==> src/rtl/spill_stack_lock_arbiter.sv <==
// ---------------------------------------------------------------------------
// spill_stack_lock_arbiter
//
// Arbitrates ownership of the shared spill-stack lock (stack pointer plus
// stack entries in L1) among N_REQ requesters in a tile (index 0 = splitter,
// index 1 = coalescer). Exactly one requester owns the lock at a time. The
// arbiter is round-robin with a registered one-hot grant. A sticky watchdog
// flag is raised on overlong holds, and statistics counters are kept for
// debug readout.
//
// Ports:
//   clk          clock
//   rstn         synchronous reset, active-low
//   req          level request per requester, held until grant is seen
//   rel          one-cycle release pulse from the current owner
//                ('release' is a reserved word, so the port is named rel)
//   err_clear    clears timeout_err (a set on the same edge wins)
//   grant        registered one-hot grant, all-zero when the lock is free
//   busy         registered OR of grant
//   owner_id     index of the current owner, 0 when free
//   timeout_err  sticky: hold time reached MAX_HOLD_CYCLES
//   num_grants   total grants issued (wraps)
//   wait_cycles  cycles in which a non-granted requester was waiting (wraps)
//   hold_cnt     cycles the current owner has held the lock (saturating)
// ---------------------------------------------------------------------------
module spill_stack_lock_arbiter #(
    parameter int unsigned N_REQ           = 2,
    parameter int unsigned MAX_HOLD_CYCLES = 4096,
    parameter int unsigned LOG_N_REQ       = (N_REQ > 1) ? $clog2(N_REQ) : 1
) (
    input  logic                 clk,
    input  logic                 rstn,
    input  logic [N_REQ-1:0]     req,
    input  logic [N_REQ-1:0]     rel,
    input  logic                 err_clear,
    output logic [N_REQ-1:0]     grant,
    output logic                 busy,
    output logic [LOG_N_REQ-1:0] owner_id,
    output logic                 timeout_err,
    output logic [31:0]          num_grants,
    output logic [31:0]          wait_cycles,
    output logic [15:0]          hold_cnt
);

    typedef enum logic {
        FREE = 1'b0,
        HELD = 1'b1
    } state_t;

    localparam logic [15:0] HOLD_LIMIT = 16'(MAX_HOLD_CYCLES - 1);

    state_t               state_q;
    state_t               state_d;
    logic [LOG_N_REQ-1:0] rr_ptr_q;
    logic [LOG_N_REQ-1:0] rr_ptr_d;
    logic [N_REQ-1:0]     grant_d;
    logic [LOG_N_REQ-1:0] owner_d;
    logic [15:0]          hold_d;
    logic                 grant_evt;

    logic                 win_valid;
    logic [LOG_N_REQ-1:0] win_idx;
    logic [LOG_N_REQ-1:0] scan_idx;

    logic                 timeout_set;
    logic                 any_waiting;

    // Round-robin winner: first set req bit scanning upward from rr_ptr,
    // wrapping modulo N_REQ.
    always_comb begin
        win_valid = 1'b0;
        win_idx   = '0;
        scan_idx  = '0;
        for (int unsigned i = 0; i < N_REQ; i++) begin
            scan_idx = LOG_N_REQ'((32'(rr_ptr_q) + i) % N_REQ);
            if (!win_valid && req[scan_idx]) begin
                win_valid = 1'b1;
                win_idx   = scan_idx;
            end
        end
    end

    // Next-state and next-output logic. All outputs are registered from
    // these *_d values, so nothing reaches an output combinationally.
    always_comb begin
        state_d   = state_q;
        grant_d   = grant;
        owner_d   = owner_id;
        rr_ptr_d  = rr_ptr_q;
        hold_d    = hold_cnt;
        grant_evt = 1'b0;

        unique case (state_q)
            FREE: begin
                if (win_valid) begin
                    state_d   = HELD;
                    owner_d   = win_idx;
                    hold_d    = '0;
                    grant_evt = 1'b1;
                    for (int unsigned i = 0; i < N_REQ; i++) begin
                        grant_d[i] = (32'(win_idx) == i);
                    end
                    rr_ptr_d = (win_idx == LOG_N_REQ'(N_REQ - 1)) ? '0
                                                                  : win_idx + LOG_N_REQ'(1);
                end
            end
            HELD: begin
                // Only the owner's release bit matters; releases from other
                // requesters are ignored. The following FREE cycle is the
                // mandatory gap that orders the old owner's last L1 write
                // before the next owner's first read.
                if (rel[owner_id]) begin
                    state_d = FREE;
                    grant_d = '0;
                    owner_d = '0;
                    hold_d  = '0;
                end else if (hold_cnt != 16'hFFFF) begin
                    hold_d = hold_cnt + 16'd1;
                end
            end
        endcase
    end

    assign timeout_set = (state_q == HELD) && (hold_cnt == HOLD_LIMIT);
    assign any_waiting = (req & ~grant) != '0;

    always_ff @(posedge clk) begin
        if (!rstn) begin
            state_q     <= FREE;
            grant       <= '0;
            busy        <= 1'b0;
            owner_id    <= '0;
            rr_ptr_q    <= '0;
            hold_cnt    <= '0;
            timeout_err <= 1'b0;
            num_grants  <= '0;
            wait_cycles <= '0;
        end else begin
            state_q  <= state_d;
            grant    <= grant_d;
            busy     <= |grant_d;
            owner_id <= owner_d;
            rr_ptr_q <= rr_ptr_d;
            hold_cnt <= hold_d;

            // Set has priority over clear on the same edge.
            if (timeout_set) begin
                timeout_err <= 1'b1;
            end else if (err_clear) begin
                timeout_err <= 1'b0;
            end

            if (grant_evt) begin
                num_grants <= num_grants + 32'd1;
            end
            if (any_waiting) begin
                wait_cycles <= wait_cycles + 32'd1;
            end
        end
    end

    a_grant_onehot0 : assert property (@(posedge clk) disable iff (!rstn) $onehot0(grant));
    a_busy_matches  : assert property (@(posedge clk) disable iff (!rstn) busy == (grant != '0));

endmodule

==> config.mk <==
export PLATFORM = sky130hd
export DESIGN_NAME = spill_stack_lock_arbiter
export DESIGN_NICKNAME = d
export VERILOG_FILES = /design/src/rtl/spill_stack_lock_arbiter.sv
export SDC_FILE = /design/constraint.sdc
export NUM_CORES = 1
export LEC_CHECK = 0
export ABC_AREA = 1
export ABC_CLOCK_PERIOD_IN_PS = 1600
export CAP_MARGIN = 20
export CORE_UTILIZATION = 48
export CTS_CLUSTER_DIAMETER = 60
export CTS_CLUSTER_SIZE = 24
export DETAILED_ROUTE_END_ITERATION = 10
export GPL_ROUTABILITY_DRIVEN = 0
export PLACE_DENSITY = 0.75
export SETUP_SLACK_MARGIN = 0.2
export SLEW_MARGIN = 20
export SYNTH_ARGS = -nofsm -noshare
export SYNTH_HDL_FRONTEND = slang
export SYNTH_SLANG_ARGS = --single-unit
==> constraint.sdc <==
create_clock -name clk -period 1.6 [get_ports clk]
set_input_delay 0.32 -clock clk [delete_from_list [all_inputs] [get_ports clk]]
set_output_delay 0.32 -clock clk [all_outputs]
set_load 0.05 [all_outputs]
==> flow_metrics.env <==
export IMPL_p_switching_mw=1.32
export IMPL_min_from="rstn"
export IMPL_hold_buffers=0
export IMPL_via_per_inst=5.36
export IMPL_cts_reportedPaths_clkPinSlew_ps=80
export IMPL_finalCriticalPeriod_ps=1490
export IMPL_die_area_mm2=0.0106
export IMPL_p_clk_frac=0.311
export IMPL_clk_insertion_delay_late_ps=380
export IMPL_avgSynthCellArea_um2=6.34
export IMPL_cts_buffers=9
export IMPL_cts_htree_levels=3
export IMPL_synth_seq_area_share=0.356
export IMPL_seqPwrFrac=0.500
export IMPL_initial_utilization=0.498
export IMPL_finalCritPeriodShare=0.930
export IMPL_detailed_place_area_mm2=0.00667
export IMPL_synth_nets=781
export IMPL_pre_cts_ws_ps=-380
export IMPL_ys_seq_elements=87
export IMPL_wl_per_cell_um=14.5
export IMPL_clock_fmax_mhz=672
export IMPL_netlist_area_mm2=0.00489
export IMPL_max_vdd_ir_drop_mv=0.563
export IMPL_use_met3=0.0658
export IMPL_worstHoldPathType="primary input to flip-flop"
export IMPL_grt_pass1_wl_mm=24.0
export IMPL_whs_path_depth=3
export IMPL_synth_edf_count=0
export IMPL_synthCells=771
export IMPL_synthFlopType="dfxtp_1"
export IMPL_holdPathEnd="wait_cycles[21]"
export IMPL_setup_ws_ps=112
export IMPL_fin_skew_ps=9.01
export IMPL_dp_hpwl_mm=10.6
export IMPL_slew_headroom=0.774
export IMPL_dr_first_iter_drc_count=292
export IMPL_gr_usage_met1=0.346
export IMPL_crit_arrival_ps=1790
export IMPL_end_kind="flip-flop"
export IMPL_crit_type="flip-flop to flip-flop"
export IMPL_num_rows=36
export IMPL_final_cell_area_mm2=0.00750
export IMPL_clk_path_buf_depth=2
export IMPL_async_reset_ff_frac=0
export IMPL_power_density_mw_per_mm2=591
export IMPL_r2r_slack_ps=110
export IMPL_top_usage_layer="met2"
export IMPL_run_status="complete, no violations"
export IMPL_cts_root_buffer="clkbuf_8"
export IMPL_reg2reg_to="wait_cycles[14]"
export IMPL_setup_viol=0
export IMPL_ant_nets=0
export IMPL_grt_overflow_total=0
export IMPL_max_stage_delay_ps=380
export IMPL_syn2layout_area_growth_pct=53.5
export IMPL_fin_tns_setup_ps=0
export IMPL_grt_usage=0.292
export IMPL_cts_sinks=87
export IMPL_die_width_um=103
export IMPL_port_buffers=91
export IMPL_die_y_um=103
export IMPL_cts_tree="built"
export IMPL_globalRouteMet2Util=0.509
export IMPL_cp_required_ps=1900
export IMPL_p_int_mw=3.12
export IMPL_whs_ps=322
export IMPL_hold_viol_final=0
export IMPL_final_net_count=936
export IMPL_r2r_start="wait_cycles[6]"
export IMPL_diodes=0
export IMPL_p_leak_nw=3.02
export IMPL_ios=92
export IMPL_maxSlewViolCount=0
export IMPL_via_count=5706
export IMPL_r2r_cells=7
export IMPL_drt_total_wl_mm=15.4
export IMPL_drv_cap=0
export IMPL_cp_slowest_cell="dfxtp_4"
export IMPL_path_common_cell="nor2_1"
export IMPL_core_area_mm2=0.00982
export IMPL_final_cells=1064
export IMPL_grt_pass1_vias=5282
export IMPL_cp_start_kind="flip-flop"
export IMPL_dp_cells=1016
export IMPL_drc=0
export IMPL_layout_drive_gt1_share=0.396
export IMPL_drtPass1Iterations=5
export IMPL_comb_power_share=0.189
export IMPL_crit_fanout=5
export IMPL_grt_max_degree=35
export IMPL_ys_warnings_count=0
export IMPL_crit_chain="nand2_1 -> nor2_1 -> nand3_4 -> inv_4 -> nand3_2 -> xor2_1 -> nor2_1"
export IMPL_rsz0062_at_grt="yes"
export IMPL_synth_cell_type_count=40
export IMPL_sw_frac_of_total=0.297
export IMPL_tightest_slew_ps=336
export IMPL_antenna_found_initial=0
==> cells in the final DEF (no fill, tap or decap), types with 6 or more instances in the layout <==
cell	n
a21oi_1	35
a21oi_2	7
buf_12	34
buf_4	108
buf_6	11
clkbuf_8	10
dfxtp_1	9
dfxtp_2	33
dfxtp_4	45
inv_1	96
inv_2	7
nand2_1	158
nand2_2	23
nand3_1	54
nand3_2	12
nand3_4	8
nand4_1	25
nor2_1	108
nor2_2	22
nor2_4	23
nor3_1	13
o21ai_0	19
o21ai_1	10
xnor2_1	6
==> logic make-up after synthesis <==
logic type      Yosys count  share of synthesized area
fa+ha+maj                 3                    0.00768
xor+xnor                  8                     0.0143
flops                    87                      0.356
simple gates            463                      0.420
compound gates           87                      0.101
buf+inv                 123                      0.101
==> repair_timing <==
action	CTS	global route
setup endpoints to repair	68	67
buffers inserted	14	17
resized for setup	32	102
cloned	1	0
pin swaps	16	42
==> how the worst max path moves through the flow <==
stage | startpoint | endpoint | slack [ps] | depth (start not counted)
2_1_floorplan | hold_cnt[1] | hold_cnt[11] | 130 | 9
3_3_place_gp | req[0] | wait_cycles[27] | -340 | 10
3_5_place_dp | req[0] | wait_cycles[27] | -380 | 10
4_1_cts | hold_cnt[0] | hold_cnt[3] | 180 | 8
5_1_grt | num_grants[0] | num_grants[26] | 60 | 9
6_report | wait_cycles[6] | wait_cycles[14] | 110 | 7
==> layer usage <==
| metal | routed length [um] | part of all wire | vias to the layer above |
|---|---|---|---|
| met5 | 0 | 0 | - |
| met4 | 330 | 0.021 | 0 |
| met3 | 1070 | 0.069 | 37 |
| met2 | 7930 | 0.51 | 263 |
| met1 | 6080 | 0.39 | 2617 |
| li1 | - | - | 2789 |
==> registers in the layout, indices dropped and copies added (netlist names) <==
name / count
busy: 1
grant: 2
hold_cnt: 16
num_grants: 32
owner_id: 1
rr_ptr_q: 1
state_q: 1
timeout_err: 1
wait_cycles: 32
==> worst max-delay path: cells and delay by family, from the launching register on <==
kind	cells	cell delay (ps)
DFF	1	380
buffers and inverters	1	130
xor gates and xnor gates	1	160
and+or+nand+nor	5	750
==> cells in the mapped netlist, drive strengths merged (3+ instances only) <==
library cell    n  area [um2]
o21ai          31         159
inv           106         398
clkbuf          6        22.5
nand3          74         393
nand4          25         156
nor3           19         111
dfxtp          87        1740
ha              3        37.5
a21oi          43         241
o21bai          3        22.5
nor2          152         621
buf            10        68.8
xnor2           6        52.6
a31oi           4        25.0
nand2         187         732
==> power by group through the flow <==
stage               logic [mW]  registers [mW]  clock network [mW]
floorplan                0.282            2.39                   0
global placement         0.684            2.28                   0
detailed placement       0.705            2.28                   0
finish                   0.840            2.22                1.38
CTS                      0.763            2.22                1.43
global route             0.902            2.22                1.51
==> area by class of cell <==
class	instances	area [um2]
fillers	744	2320
well taps	133	166
flip-flops and latches	87	1950
clock buffers	14	153
clock inverters	2	10.0
inverters	107	409
repair buffers	159	1670
multi-input cells	562	3150
==> through the flow <==
stage / total power, mW / utilization
detailed placement: 2.99 / 0.680
CTS: 4.41 / 0.717
global placement: 2.96 / 0.680
finish: 4.44 / 0.764
floorplan: 2.68 / -
global route: 4.63 / 0.764
Power figures use the tool's default switching activity.
==> patch, RTL diff (same flow settings) <==
The parameter `N_REQ` goes from 2 to 4.
--- a/src/rtl/spill_stack_lock_arbiter.sv
+++ b/src/rtl/spill_stack_lock_arbiter.sv
@@ -25,5 +25,5 @@
 // ---------------------------------------------------------------------------
 module spill_stack_lock_arbiter #(
-    parameter int unsigned N_REQ           = 2,
+    parameter int unsigned N_REQ           = 4,
     parameter int unsigned MAX_HOLD_CYCLES = 4096,
     parameter int unsigned LOG_N_REQ       = (N_REQ > 1) ? $clog2(N_REQ) : 1
Ports: changed (resized grant, owner_id, rel and req); port bits go from 92 to 99. The function was not compared with the original's and may differ.
==> patch against the unedited design <==
The run now ends with negative setup slack left. Synthesized area grew 5.5%. Final area increased by 24%. Via count up 24%. Fmax is 28% lower. Routed wire length grew 53%. Synthesized cell count increased by 2.9%. Non-clock buffer count increased by 87. First-iteration DRC count rose by 85%. Critical endpoint is now busy$_SDFF_PN0_. Critical path type unchanged. Sequential cell count increased by 4. Setup slack got worse by 560 ps.
Power is not compared: it rests on default switching activity, and its combinational part moved more than twofold at a synthesized area within 25%.
==> patch: results <==
set metrics [dict create \
    clkLatencyLatePin_ps 400 \
    viasPerCell 6.02 \
    grt_use_met3_pct 6.74 \
    fin_cells 1173 \
    dpl_worst_slack_ps -691 \
    synth.area.top_cells "dfxtp_1 35%, nand2_1 15%, nor2_1 7.0%" \
    min_path_type "register to register" \
    setup_violations 66 \
    grt_pass1_wl_um 29000 \
    synthTopCellsByCount "213 x nand2_1, 96 x nor2_1, 95 x inv_1, 91 x dfxtp_1, 60 x a21oi_1" \
    rr_startpoint "rr_ptr_q[0]$_SDFFE_PN0P_" \
    placed_cells 1115 \
    synth.top_cell.area_share_pct 35.3 \
    synth_xor_area_share_pct 3.06 \
    drt_iter0_drc 541 \
    grtUsageMet1_pct 37.6 \
    setup_ws_ps -453 \
    setup_tns_ps -16100 \
    outcome "finished with violations" \
    drt_pass1_iterations 7 \
    dp_hpwl_um 12600 \
    synth_compound_area_share_pct 11.2 \
    syn_nets 811 \
    m1WireLength_um 8360 \
    grt_use_total_pct 32.5 \
    synth-adder-area-share_pct 1.70 \
    syn_inst 793 \
    min_from "timeout_err$_SDFFE_PN0P_" \
    violations "negative setup slack" \
    gr-usage-met2_pct 57.9 \
    ys_seq_area_share_pct 35.3 \
    ctsHtreeMaxLevel 3 \
    placed_cell_area_um2 7780 \
    slew_headroom_pct 70.7 \
    wl_met2_um 11600 \
    num-fill-cells 454 \
    fin_worst_skew_ps 12.3 \
    grt_max_degree 27 \
    crit_fanout 8 \
    drive_gt1_share_pct 54.2 \
    met3WireLength_um 1990 \
    cp.arrival_ps 2350 \
    io_buffers 98 \
    synth.distinct_cells 43 \
    routedWlPerCell_um 20.1 \
    rr_endpoint "busy$_SDFF_PN0_" \
    reg2regPathDepth 16 \
    grt_pass1_vias 6128 \
]
## patch: cell type report
| type | instances | area share (%) |
|---|---|---|
| tap | 136 | 1.83 |
| multi-input combinational | 583 | 43.1 |
| clock inverter | 6 | 0.431 |
| timing repair inverter | 1 | 0.121 |
| inverter | 100 | 4.60 |
| clock buffer | 10 | 1.37 |
| sequential | 91 | 21.9 |
| timing repair buffer | 246 | 26.7 |
## patch: worst max-delay path, stage by stage (launching register included)
cell and delay (ps):
dfxtp_4 410, inv_8 110, nand2_2 80, nand2_4 90, nand2_4 60, nand2_4 110, nor2_4 40, nor2_2 110
xor2_1 220, inv_1 120, nand2_4 110, inv_4 50, ha_4 150, nand2_2 60, nand2_1 70, nor2_1 90
a21oi_1 70
## patch: how the worst min path moves through the flow
stage / end / slack (ps) / depth (start not counted)
after floorplan: hold_cnt[11]$_SDFFE_PN0P_ / 480 / 2
after global placement: timeout_err$_SDFFE_PN0P_ / 470 / 2
after detailed placement: num_grants[22]$_SDFFE_PN0P_ / 470 / 2
after CTS: wait_cycles[29]$_SDFFE_PN0P_ / 490 / 2
after global routing: timeout_err$_SDFFE_PN0P_ / 510 / 2
final: timeout_err$_SDFFE_PN0P_ / 490 / 2
## patch: report_power, final
| part | total, W | internal [W] | switching [W] |
|---|---|---|---|
| clock | 0.00148 | 0.000565 | 0.000912 |
| sequential | 0.00266 | 0.00241 | 0.000242 |
| combinational | 0.00469 | 0.00190 | 0.00279 |
| total | 0.00882 | 0.00488 | 0.00394 |
## patch: what timing repair did
item,4_1_cts,5_1_grt
buffers inserted,26,15
gates resized for setup,124,159
gates cloned,1,0
pin swaps,70,51
endpoints found under the setup margin,96,102
